[src/rtl/if_fetch_responder_pkg.sv]
// Shared constants and helpers for the instruction-fetch responder.
package if_fetch_responder_pkg;

    // Default widths: 64-bit addresses, one 64-bit line holding two instructions.
    localparam int          ADDR_W_DEF   = 64;
    localparam int          LINE_W_DEF   = 64;
    localparam logic [31:0] NOP_INST_DEF = 32'h0000_0013;

    // Fill FSM encoding.
    localparam logic [0:0] ST_IDLE = 1'b0;
    localparam logic [0:0] ST_BUSY = 1'b1;

    // Pick one 32-bit instruction out of a 64-bit line using address bit 2.
    function automatic logic [31:0] sel_word(input logic [63:0] line, input logic hi);
        return hi ? line[63:32] : line[31:0];
    endfunction

endpackage

[src/rtl/if_fetch_responder_line_buf.sv]
// Single-line instruction buffer: valid/tag/data with fill and invalidate,
// combinational hit detection and word select.
module if_fetch_responder_line_buf
    import if_fetch_responder_pkg::*;
#(
    parameter int TAG_W  = 61,
    parameter int LINE_W = 64
) (
    input  logic              clk,
    input  logic              rst,
    input  logic              fill_i,
    input  logic              fill_valid_i,
    input  logic [TAG_W-1:0]  fill_tag_i,
    input  logic [LINE_W-1:0] fill_data_i,
    input  logic              inv_i,
    input  logic              lookup_en_i,
    input  logic [TAG_W-1:0]  lookup_tag_i,
    input  logic              lookup_word_i,
    output logic              hit_o,
    output logic [31:0]       word_o
);

    logic              valid_q, valid_d;
    logic [TAG_W-1:0]  tag_q,   tag_d;
    logic [LINE_W-1:0] data_q,  data_d;

    // Next-state: a fill overrides an invalidate; the fill itself carries the
    // valid bit so a fill killed by fence.i lands with valid cleared.
    always_comb begin
        valid_d = valid_q;
        tag_d   = tag_q;
        data_d  = data_q;
        if (fill_i) begin
            valid_d = fill_valid_i;
            tag_d   = fill_tag_i;
            data_d  = fill_data_i;
        end else if (inv_i) begin
            valid_d = 1'b0;
        end
    end

    // Buffer registers, cleared asynchronously.
    always_ff @(posedge clk or posedge rst) begin
        if (rst) begin
            valid_q <= 1'b0;
            tag_q   <= '0;
            data_q  <= '0;
        end else begin
            valid_q <= valid_d;
            tag_q   <= tag_d;
            data_q  <= data_d;
        end
    end

    // Same-cycle lookup against the stored line.
    always_comb begin
        hit_o  = lookup_en_i & valid_q & (lookup_tag_i == tag_q);
        word_o = sel_word(data_q, lookup_word_i);
    end

endmodule

[src/rtl/if_fetch_responder.sv]
// Instruction-fetch responder: serves hits from a one-line buffer in the same
// cycle and refills the line from instruction memory via req/ack on a miss.
module if_fetch_responder
    import if_fetch_responder_pkg::*;
#(
    parameter int          ADDR_W   = ADDR_W_DEF,
    parameter int          LINE_W   = LINE_W_DEF,
    parameter logic [31:0] NOP_INST = NOP_INST_DEF
) (
    input  logic              clk,
    input  logic              rst,
    input  logic [ADDR_W-1:0] pc_i,
    input  logic              pc_en_i,
    input  logic              inv_i,
    output logic [31:0]       inst_o,
    output logic              stall_o,
    output logic              mem_req_o,
    output logic [ADDR_W-1:0] mem_addr_o,
    input  logic              mem_ack_i,
    input  logic [LINE_W-1:0] mem_rdata_i
);

    localparam int TAG_W = ADDR_W - 3;

    logic [0:0]        state_q, state_d;
    logic              kill_q,  kill_d;
    logic [ADDR_W-1:0] addr_q,  addr_d;

    logic              hit;
    logic [31:0]       buf_word;
    logic              fill;
    logic              fill_valid;
    logic              busy;

    // Byte offset within an instruction is meaningless for 32-bit fetch.
    logic unused_pc_lsb;
    assign unused_pc_lsb = ^pc_i[1:0];

    if_fetch_responder_line_buf #(
        .TAG_W  (TAG_W),
        .LINE_W (LINE_W)
    ) u_line_buf (
        .clk           (clk),
        .rst           (rst),
        .fill_i        (fill),
        .fill_valid_i  (fill_valid),
        .fill_tag_i    (addr_q[ADDR_W-1:3]),
        .fill_data_i   (mem_rdata_i),
        .inv_i         (inv_i),
        .lookup_en_i   (pc_en_i & ~rst),
        .lookup_tag_i  (pc_i[ADDR_W-1:3]),
        .lookup_word_i (pc_i[2]),
        .hit_o         (hit),
        .word_o        (buf_word)
    );

    assign busy = (state_q == ST_BUSY);

    // Fetch-side outputs; IF is held for the whole fill while it keeps fetching.
    always_comb begin
        inst_o  = hit ? buf_word : NOP_INST;
        stall_o = ~rst & pc_en_i & (~hit | busy);
    end

    // Miss/fill FSM. The request is never cancelled: a pc change during BUSY
    // just gets re-evaluated once the fill lands. fence.i during a fill marks
    // it killed so the incoming line is stored invalid.
    always_comb begin
        state_d    = state_q;
        kill_d     = kill_q;
        addr_d     = addr_q;
        fill       = 1'b0;
        fill_valid = 1'b0;
        case (state_q)
            ST_IDLE: begin
                if (pc_en_i & ~hit) begin
                    state_d = ST_BUSY;
                    addr_d  = {pc_i[ADDR_W-1:3], 3'b000};
                    kill_d  = 1'b0;
                end
            end
            ST_BUSY: begin
                if (mem_ack_i) begin
                    fill       = 1'b1;
                    fill_valid = ~kill_q & ~inv_i;
                    kill_d     = 1'b0;
                    state_d    = ST_IDLE;
                end else if (inv_i) begin
                    kill_d = 1'b1;
                end
            end
            default: begin
                state_d = ST_IDLE;
            end
        endcase
    end

    // FSM and latched line address; async reset may abort a fill at any time.
    always_ff @(posedge clk or posedge rst) begin
        if (rst) begin
            state_q <= ST_IDLE;
            kill_q  <= 1'b0;
            addr_q  <= '0;
        end else begin
            state_q <= state_d;
            kill_q  <= kill_d;
            addr_q  <= addr_d;
        end
    end

    // Request is the registered BUSY state, so it rises the cycle after the
    // miss and drops the cycle after ack.
    always_comb begin
        mem_req_o  = busy;
        mem_addr_o = addr_q;
    end

endmodule
[config.mk]
export PLATFORM = sky130hd
export DESIGN_NAME = if_fetch_responder
export DESIGN_NICKNAME = d
export VERILOG_FILES = /design/src/rtl/if_fetch_responder_pkg.sv /design/src/rtl/if_fetch_responder_line_buf.sv /design/src/rtl/if_fetch_responder.sv
export SDC_FILE = /design/constraint.sdc
export NUM_CORES = 1
export LEC_CHECK = 0
export CAP_MARGIN = 40
export CORE_MARGIN = 4
export CORE_UTILIZATION = 42
export DETAILED_ROUTE_END_ITERATION = 7
export PLACE_DENSITY_LB_ADDON = 0.2
export SYNTH_ARGS = -nofsm -noshare
export SYNTH_HDL_FRONTEND = slang
export SYNTH_SLANG_ARGS = --single-unit
[constraint.sdc]
create_clock -name clk -period 10.5 [get_ports clk]
set_input_delay 2.1 -clock clk [delete_from_list [all_inputs] [get_ports clk]]
set_output_delay 2.1 -clock clk [all_outputs]
set_load 0.01 [all_outputs]
* Yosys cells after proc, flatten, opt, wreduce, memory -nomap -nowiden
Index checks and enable logic that the tools add are counted.
Storage, ports and cells: logic and storage cells 39, output and inout bits 98, flip-flop bits (word level) 189
Cells by class: reductions and logical operators 3, muxes and demuxes 15, equal/unequal tests 3, bitwise gates (word level) 12
Operators with widths (number):
- $mux 32 | 2
- $eq 61x61->1 | 1
- $mux 1 | 11
- $and 1x1->1 | 6
- $not 1->1 | 5
- $pmux 1 s2 | 2
- $reduce_and 2->1 | 2
- $ne 3x3->1 const B | 1
- $ne 2x2->1 const B | 1
- $reduce_bool 2->1 | 1
- $or 1x1->1 | 1

* Depth between registers and ports, before layout
Gate-level depths: netlist (run 1).
depth in word-level cells 8, mapped depth 8

* Cells and area by module
A second synthesis (run 1) with hierarchy kept.
Second synthesis, totals: cells, all modules 593, area total of the unflattened synthesis 8678.3 um^2
By module, submodules not included:
- if_fetch_responder_line_buf | times used 1, area an instance 5738.0 um^2, cells each 410, seq. area each 3153.0 um^2
- if_fetch_responder | times used 1, area an instance 2940.3 um^2, cells each 183, seq. area each 1576.5 um^2

* Least setup slack after synthesis (run 1)
No wires, ideal clock.
path type input to output, start input port pc_i[9], end output port stall_o, stages 8, arrival 3.853 ns, required time 8.400 ns, path buffers 2, slack 4.547 ns, cells stage by stage nor2b_1 -> a2111oi_0 -> nand4_1 -> or3_1 -> or2_1 -> clkbuf_1 -> clkbuf_1 -> o21a_1
Between the ends: cells in the longest elaborated chain, start to end 5
RTL lines:
- start, declared | RTL line if_fetch_responder.sv:12 | input logic [ADDR_W-1:0] pc_i,
- $eq 61x61->1 | RTL line if_fetch_responder_line_buf.sv:57 | hit_o = lookup_en_i & valid_q & (lookup_tag_i == tag_q);
- $and 1x1->1 | RTL line if_fetch_responder_line_buf.sv:57
- $not 1->1 | RTL line if_fetch_responder.sv:62 | stall_o = ~rst & pc_en_i & (~hit | busy);
- $or 1x1->1 | RTL line if_fetch_responder.sv:62
- $and 1x1->1 | RTL line if_fetch_responder.sv:62
- end, declared | RTL line if_fetch_responder.sv:16 | output logic stall_o,
Every way passes these cells.

* Worst setup path after layout (run 1)
start input port pc_i[9], end output port inst_o[0]
Between the ends: cells in the longest elaborated chain, start to end 3
RTL lines:
- $eq 61x61->1 | RTL line if_fetch_responder_line_buf.sv:57
- $and 1x1->1 | RTL line if_fetch_responder_line_buf.sv:57
- $mux 32 | RTL line if_fetch_responder.sv:61 | inst_o = hit ? buf_word : NOP_INST;
- end, declared | RTL line if_fetch_responder.sv:15 | output logic [31:0] inst_o,
Every way passes these cells.

==> flow_summary_export.csv, run 1 <==
group,metric,value,unit
global_routing,grt_overflow,0,
cts,cts_root_buf,"clkbuf_16",
sta,worst_slew_pin_slew,877,ps
global_routing,antenna_found_initial,0,
power_and_ir_drop,leakage,4.73,nW
route,drc,0,
yosys,yosysTopAreaCellShare,0.575,
yosys,yosys_warnings,0,
worst_setup_path,required,8400,ps
yosys,yosysUniqueCellTypes,31,
power_and_ir_drop,p_total,2.31,mW
worst_setup_path,start_kind,"input port",
cells_and_area,area_growth,37.9,%
yosys,syn_inst,586,
worst_setup_path,worst-path-max-fanout,33,
place,place_congestion,0.803,
cts,cts.path.max_buffers,2,
yosys,synth_top_cell_by_area,"dfrtp_1",
worst_setup_path,worst-path-buf-inv,3,
yosys,synth_area_leaders,"dfrtp_1 57%, mux2_2 17%, mux2_1 8.1%",
cts,cts_resized,0,
cts,clkTransAtPathRegs,70,ps
cells_and_area,drive_gt1_frac,0.205,
sta,fmax,134,MHz
power_and_ir_drop,vdd_ir_drop_max,0.115,mV
sta,period_share,0.713,
hold_path,min_path_type,"reg2reg",
route,viasPerCell,4.97,
sta,skew,10.7,ps
yosys,ys_seq_area_frac,0.575,
yosys,syn-cell-area,0.00823,mm^2
cts,ctsHtreeMaxLevel,4,
cts,holdBufCountCts,0,
global_routing,grt_max_degree,114,
yosys,avgSynthCellArea,14.0,um^2
die,initial_core_util,0.433,
worst_setup_path,crit_type,"in2out",
power_and_ir_drop,power_density,203,mW/mm^2
route,wirelength,19900,um
worst_setup_path,worst_ep_arrival_time,5390,ps
die,rows,50,
cells_and_area,nets,942,
die,dieArea,0.0219,mm^2
sta,setup_viol,0,
place,preCtsSetupSlack,3100,ps
global_routing,grt_pass1_vias,5865,
sta,slew-limit-headroom,0.400,
die,die_h,148,um
worst_setup_path,slowest_stage,"a2111oi_0",
place,dp_hpwl,14500,um
die,io_pins,231,
run,drv_cap,0,
worst_setup_path,path_delay_family,"buffers and inverters",
cts,cts_made_buffers,17,
die,fp.dieW,148,um
route,vias,5368,
worst_setup_path,cpMostUsedCell,"clkdlybuf4s50_1",
die,core-area,0.0190,mm^2
sta,rsz0062_at_grt,"no",
route,wire_per_inst,18.5,um
route,drt_iter0_drc,210,
worst_setup_path,crit_chain,"clkdlybuf4s50_1, nor2b_1, a2111oi_0, nand4_1, or3_1, or2_1, buf_4, a211o_1, clkdlybuf4s50_1",
sta,period_minus_slack,7490,ps
worst_setup_path,slowest_delay,780,ps
global_routing,grt_pass1_wl,31500,um
global_routing,grt.total_usage,0.183,
cells_and_area,layout_commonest_cell,"clkdlybuf4s50_1",
sta,fin_setup_tns,0,ps
cells_and_area,layout_common_cells,"224 x clkdlybuf4s50_1, 189 x dfrtp_1, 127 x mux2_2",
place,place.port_buffers,225,
sta,fin_ws,3010,ps
cts,clock_latency,420,ps
yosys,ys_ff_latch,189,
cells_and_area,antenna_cells,0,
worst_setup_path,cp-end-kind,"output pin",
route,drt_first_pass_iters,4,
sta,drv_slew,0,
route,drt.antenna.violating_nets,0,
sta,hold_viol,0,
cts,numClockSinks,189,
outcome,status,"complete, no violations",
cts,cts_tree,"yes",
cts,cts_setup_buffers,0,
per-layer routing:
metal	GRT usage	up-vias	share of wire
met1	0.226	2698	0.41
met4	0.0591	0	0.019
met3	0.0506	23	0.055
li1	-	2502	-
met2	0.313	145	0.51
met5	0	-	0
through the flow:
step | cell area (um^2) | hold WS, ps | std cells | util
after floorplan | 8240 | 471 | 588 | -
after global placement | 10700 | 480 | 1047 | 0.564
after detailed placement | 10800 | 490 | 1050 | 0.568
after CTS | 11400 | 506 | 1080 | 0.597
after global routing | 11400 | 514 | 1080 | 0.597
final | 11400 | 501 | 1080 | 0.597
sequential cells by signal (all words and copies together), names as in the netlist:
signal,count
u_line_buf.valid_q,1
u_line_buf.data_q,64
u_line_buf.tag_q,61
mem_req_o,1
mem_addr_o,61
kill_q,1
cells in the mapped netlist (all sizes together):
library cell    n
conb            1
nor2b          10
or3             1
inv            14
o21ai           3
a31o            1
dfrtp         189
nor4            8
xor2           26
mux2          186
o211ai          1
a211o           3
o2111ai         3
o22ai           4
o21a            1
buf             9
a21oi           1
a221oi          3
or2             1
clkbuf         21
nor2           32
nor3            2
xnor2          18
a2111oi         2
nand4           8
nand2           1
mux2i          29
nand2b          8
area by class of cell:
class,instances,area [um^2]
Multi-Input combinational cell,355,3330
Tap cell,260,325
Clock inverter,9,88.8
Fill cell,1550,7660
Timing Repair Buffer,232,2350
Sequential cell,189,4730
Clock buffer,21,470
Inverter,14,60.1
where the power goes:
part	switching [mW]	internal, mW
registers	0.140	0.948
logic	0.231	0.375
clock network	0.269	0.344
total	0.640	1.67
cell families (layout without fill, tap and decap cells):
family,count (synthesis),in the layout,share of synthesized area
and+or+nand+nor,71,71,0.0436
muxes,215,215,0.290
buffers and inverters,44,276,0.0242
DFF,189,189,0.575
xor gates and xnor gates,44,44,0.0468
AOI/OAI and AO/OA,22,22,0.0207
other,1,3,0.000456
final timing paths:
| path | from | end | slack, ps | depth (start not counted) |
|---|---|---|---|---|
| worst max-delay path | pc_i[9] | inst_o[0] | 3010 | 9 |
| worst min register to register | u_line_buf.data_q[0] | u_line_buf.data_q[0] | 500 | 1 |
| min in group asynchronous | rst | mem_addr_o[30] | 2340 | 2 |
| max in group asynchronous | rst | mem_addr_o[54] | 7020 | 4 |
| worst min-delay path | u_line_buf.data_q[0] | u_line_buf.data_q[0] | 500 | 1 |
| worst max register to register | u_line_buf.tag_q[1] | mem_addr_o[17] | 6720 | 7 |
Note: power is estimated with default switching activity, not from simulation.
==> inputs of run 2 (changes only) <==
clock period = 7.7 ns   (was 10.5 ns; I/O delays follow)
==> run 2 against run 1 <==
Non-clock buffer count is 1 lower. Combinational power rose by 36%. Wire length decreased by 1.2%. Total power grew 40%. Global-route usage hardly changed. Cell area increased by 0.30%. Critical endpoint is now inst_o[1]. Sequential share of layout area fell by 0.12 points. Utilization grew 0.18 points.
==> flow_summary_export.csv, run 2 (synthesized netlist as in run 1, its figures left out) <==
group,metric,value,unit
die,rows,50,
place,place_congestion,0.799,
die,dieArea,0.0219,mm^2
route,wl_met3,1140,um
route,vias,5383,
global_routing,grt_overflow,0,
place,place.port_buffers,225,
sta,skew,11.7,ps
route,drt_first_pass_iters,4,
cts,cts_root_buf,"clkbuf_16",
cells_and_area,fillers,1519,
global_routing,grt.total_usage,0.184,
sta,fmax,159,MHz
route,viasPerCell,4.98,
route,drt_iter0_drc,132,
route,wl_met2,9670,um
cells_and_area,drive_gt1_frac,0.204,
outcome,status,"complete, no violations",
sta,setup_viol,0,
route,wirelength,19700,um
die,io_pins,231,
cells_and_area,antenna_cells,0,
power_and_ir_drop,leakage,4.75,nW
worst_setup_path,cp-end-kind,"output pin",
power_and_ir_drop,vdd_ir_drop_max,0.158,mV
worst_setup_path,worst_ep_arrival_time,4730,ps
cts,cts_tree,"yes",
sta,worst_slew_pin_slew,895,ps
sta,hold_viol,0,
global_routing,antenna_found_initial,0,
cts,numClockSinks,189,
place,placed_area,0.0108,mm^2
die,core-area,0.0190,mm^2
cells_and_area,nets,941,
hold_path,min_path_type,"reg2reg",
route,wire_per_inst,18.2,um
sta,period_minus_slack,6270,ps
global_routing,grt_pass1_vias,5980,
global_routing,grt_max_degree,115,
route,wl_met1,8240,um
place,dp_hpwl,14200,um
die,initial_core_util,0.433,
worst_setup_path,start_kind,"input port",
cells_and_area,layout_common_cells,"224 x clkdlybuf4s50_1, 189 x dfrtp_1, 127 x mux2_2",
sta,slew-limit-headroom,0.404,
worst_setup_path,worst-path-max-fanout,33,
cells_and_area,fin_cells,1080,
cts,cts_setup_buffers,0,
route,top_layer_used,"met4",
run,drv_cap,0,
cts,cts.path.max_buffers,2,
die,fp.dieW,148,um
power_and_ir_drop,power_density,283,mW/mm^2
global_routing,grt_pass1_wl,31700,um
cts,cts_resized,0,
sta,drv_slew,0,
cts,cts_made_buffers,17,
cells_and_area,area_growth,38.3,%
cts,holdBufCountCts,0,
route,drt.antenna.violating_nets,0,
cells_and_area,layout_commonest_cell,"clkdlybuf4s50_1",
sta,rsz0062_at_grt,"no",
die,die_h,148,um
sta,hold_ws,498,ps
cells_and_area,fin_area,0.0114,mm^2
sta,period_share,0.815,
cells_and_area,largest_register_ff_count,64,
worst_setup_path,crit_type,"in2out",
place,dp.cells,1049,
cts,ctsHtreeMaxLevel,4,
cts,clkTransAtPathRegs,60,ps
route,drc,0,
sta,fin_setup_tns,0,ps
cts,clock_latency,420,ps
cells_and_area,largest_register,"u_line_buf.data_q",
worst_setup_path,required,6160,ps
## run 2: changes by cell type in the layout (fill, tap and decap cells not counted)
cell | before | now
clkbuf_8 | 3 | 4
clkbuf_1 | 1 | 2
clkinv_2 | 2 | 0
clkinvlp_4 | 3 | 1
inv_6 | 1 | 0
buf_16 | 2 | 1
bufinv_16 | 1 | 3
clkinv_4 | 2 | 4
## run 2: worst paths after layout
path,startpoint,end,slack (ps),cells past startpoint
setup / recovery,pc_i[9],inst_o[1],1430,9
hold / removal,u_line_buf.data_q[1],u_line_buf.data_q[1],500,1
setup reg to reg,u_line_buf.tag_q[1],mem_addr_o[17],4080,7
hold reg to reg,u_line_buf.data_q[1],u_line_buf.data_q[1],500,1
max in group asynchronous,rst,mem_addr_o[59],4800,4
min in group asynchronous,rst,u_line_buf.valid_q,1740,2
## run 2: final cells by class
| cell class | count | area, um^2 | share of cell area |
|---|---|---|---|
| clock buffers | 23 | 488 | 0.0429 |
| clock inverters | 8 | 133 | 0.0116 |
| inverters | 14 | 60.1 | 0.00527 |
| multi-input cells | 355 | 3330 | 0.292 |
| flip-flops and latches | 189 | 4730 | 0.415 |
| well taps | 260 | 325 | 0.0286 |
| repair buffers | 231 | 2320 | 0.204 |
## run 2: per-stage QoR
| stage | worst slack [ps] | power (mW) | util |
|---|---|---|---|
| after global routing | 1280 | 3.40 | 0.599 |
| after floorplan | 1020 | 1.96 | - |
| final | 1430 | 3.22 | 0.599 |
| after detailed placement | 1410 | 2.34 | 0.566 |
| after CTS | 1400 | 3.26 | 0.599 |
| after global placement | 1450 | 2.28 | 0.564 |
## run 2: report_power, final
group          internal [mW]  leakage (nW)  switching (mW)
combinational          0.509          2.23           0.313
clock                  0.547         0.300           0.367
sequential              1.29          2.22           0.191
## run 2: routing by layer
| metal | up-vias | global-route usage |
|---|---|---|
| li1 | 2493 | - |
| met1 | 2708 | 0.227 |
| met2 | 148 | 0.305 |
| met3 | 34 | 0.0512 |
| met4 | 0 | 0.0753 |
| met5 | - | 0 |
## run 2: worst max-delay path: stages
cell and delay (ps):
clkdlybuf4s50_1 430, nor2b_1 140, a2111oi_0 680, nand4_1 150
or3_1 470, or2_1 250, buf_4 250, a211o_1 310
clkdlybuf4s50_1 490
==> inputs of run 3 (changes only) <==
clock period = 5.2 ns   (was 7.7 ns; I/O delays follow)
==> run 3 against run 2 <==
Total power up 49%. Via count rose by 0.63%. Sequential share of layout area decreased by 0.24 points. Flip-flop and latch count did not move. Utilization up 0.36 points. Worst hold slack better by 6.3 ps. Clock skew rose by 0.57 ps.
==> flow_summary_export.csv, run 3 (synthesized netlist as in run 1, its figures left out) <==
group,metric,value,unit
worst_setup_path,r2r_setup_slack,2390,ps
sta,setup_viol,0,
cts,cts_tree,"yes",
power_and_ir_drop,seqPwrFrac,0.460,
sta,skew,12.3,ps
global_routing,grt_max_degree,190,
cells_and_area,layout_common_cells,"224 x clkdlybuf4s50_1, 189 x dfrtp_1, 127 x mux2_2",
route,drt.antenna.violating_nets,0,
route,viasPerCell,4.98,
hold_path,hold_depth,1,
cts,ctsHtreeMaxLevel,4,
global_routing,use_met3,0.0512,
global_routing,busiest_layer,"met2",
cts,cts_root_buf,"clkbuf_16",
cells_and_area,multiInputGateArea,0.00334,mm^2
sta,period_minus_slack,4980,ps
route,wirelength,19800,um
cells_and_area,largest_register_ff_count,64,
sta,slew-limit-headroom,0.266,
route,wire_per_inst,18.3,um
place,place.port_buffers,225,
worst_setup_path,ff2ff_path_depth,9,
die,dieArea,0.0219,mm^2
sta,period_share,0.958,
power_and_ir_drop,p_sw,1.32,mW
cells_and_area,area_growth,39.2,%
worst_setup_path,cp-end-kind,"output pin",
power_and_ir_drop,internal_power,3.47,mW
cts,cts_made_buffers,17,
worst_setup_path,slowest_delay,570,ps
die,core-area,0.0190,mm^2
power_and_ir_drop,p_sw_frac,0.275,
cts,holdBufCountCts,0,
cells_and_area,layout_commonest_cell,"clkdlybuf4s50_1",
global_routing,use_met1,0.228,
place,dp_hpwl,14100,um
place,preCtsSetupSlack,26.0,ps
sta,fmax,201,MHz
cts,cts.path.max_buffers,2,
global_routing,grt.total_usage,0.185,
place,dp.cells,1053,
cells_and_area,post-route-util,0.602,
outcome,status,"complete, no violations",
die,fp.dieW,148,um
route,vias,5417,
worst_setup_path,worst-path-max-fanout,33,
route,drc,0,
global_routing,grt_util_met2,0.310,
route,drt_iter0_drc,183,
route,drt_first_pass_iters,4,
die,io_pins,231,
die,die_h,148,um
worst_setup_path,path_delay_family,"buffers and inverters",
power_and_ir_drop,p_comb_frac,0.258,
cells_and_area,drive_gt1_frac,0.212,
worst_setup_path,r2r_start,"u_line_buf.tag_q[41]",
die,rows,50,
global_routing,grt_overflow,0,
power_and_ir_drop,leakage,4.77,nW
worst_setup_path,crit_chain,"clkdlybuf4s50_1, nor2b_1, o2111ai_1, nor4_1, nand4_1, or2_1, buf_12, a211o_1, clkdlybuf4s50_1",
sta,drv_slew,0,
cts,numClockSinks,189,
sta,hold_viol,0,
cells_and_area,fin_cells,1087,
power_and_ir_drop,power_density,418,mW/mm^2
run,drv_cap,0,
worst_setup_path,worst_ep_arrival_time,3940,ps
cts,clock_latency,420,ps
worst_setup_path,required,4160,ps
cells_and_area,largest_register,"u_line_buf.data_q",
power_and_ir_drop,vdd_ir_drop_max,0.232,mV
die,initial_core_util,0.433,
cells_and_area,nets,945,
sta,fin_ws,220,ps
sta,worst_slew_pin_slew,1100,ps
worst_setup_path,crit_type,"in2out",
global_routing,grt_pass1_wl,32100,um
cts,clkTransAtPathRegs,60,ps
hold_path,min_path_type,"reg2reg",
power_and_ir_drop,p_clk_frac,0.282,
global_routing,grt_pass1_vias,6099,
worst_setup_path,slowest_stage,"clkdlybuf4s50_1",
worst_setup_path,timing.rr.end,"mem_addr_o[59]",
hold_path,whs_endpoint,"u_line_buf.data_q[43]",
cells_and_area,sequential_cell_area,0.00473,mm^2
sta,rsz0062_at_grt,"no",
cts,cts_setup_buffers,0,
worst_setup_path,start_kind,"input port",
worst_setup_path,worst-path-buf-inv,3,
place,place_congestion,0.772,
sta,fin_setup_tns,0,ps
cells_and_area,fillers,1544,
global_routing,antenna_found_initial,1,
power_and_ir_drop,p_total,4.78,mW
hold_path,hp-start,"u_line_buf.data_q[43]",
worst_setup_path,cpMostUsedCell,"clkdlybuf4s50_1",
## run 3: cell count changes in the layout (fill, tap and decap cells not counted), moves of 2 or more
cell        change
buf_12          +4
inv_6           +4
clkinv_4        -4
diode_2         +2
clkinv_2        +2
clkinvlp_4      +3
clkbuf_8        -2
## run 3: worst reg2reg max path, delay by kind of cell (launching register included)
| family | cells | cell delay (ps) |
|---|---|---|
| AND/OR/NAND/NOR | 3 | 880 |
| buffers and inverters | 3 | 610 |
| multiplexers | 1 | 420 |
| flip-flops | 1 | 390 |
| AO/OA/AOI/OAI | 1 | 200 |
| XOR/XNOR | 1 | 170 |
## run 3: how the worst max path moves through the flow
stage                     end  cells after the start      from  slack [ps]
floorplan             stall_o                      8   pc_i[9]        1370
global placement    inst_o[1]                     10  pc_i[44]          90
detailed placement  inst_o[1]                     10  pc_i[44]          30
CTS                 inst_o[1]                     10  pc_i[44]          30
global route        inst_o[0]                      9   pc_en_i          10
finish              inst_o[1]                      9   pc_en_i         220
## run 3: layout make-up
| class | count | area share |
|---|---|---|
| Antenna cell | 2 | 0.000437 |
| Sequential cell | 189 | 0.413 |
| Tap cell | 260 | 0.0284 |
| Inverter | 14 | 0.00492 |
| Multi-Input combinational cell | 355 | 0.292 |
| Clock buffer | 20 | 0.0399 |
| Timing Repair Buffer | 235 | 0.208 |
| Clock inverter | 12 | 0.0138 |
## run 3: timing repair
item,in CTS,in global routing
hold endpoints to repair,0,0
gates resized for setup,0,3
endpoints found under the setup margin,0,31
## run 3: power by group through the flow
stage	clock network [mW]	registers (mW)	logic, mW
global route	1.45	2.26	1.35
finish	1.35	2.20	1.23
detailed placement	0	2.23	1.24
CTS	1.38	2.20	1.25
global placement	0	2.18	1.21
floorplan	0	2.20	0.697
## run 3: metal layers
metal	up-vias	share of wire
met1	2732	0.41
met2	144	0.50
met3	34	0.059
li1	2507	-
met5	-	0
met4	0	0.029
## run 3: per-stage QoR
stage / hold WS [ps] / area (um^2)
global placement: 480 / 10800
CTS: 508 / 11400
finish: 504 / 11500
detailed placement: 492 / 10800
floorplan: 471 / 8240
global route: 521 / 11500
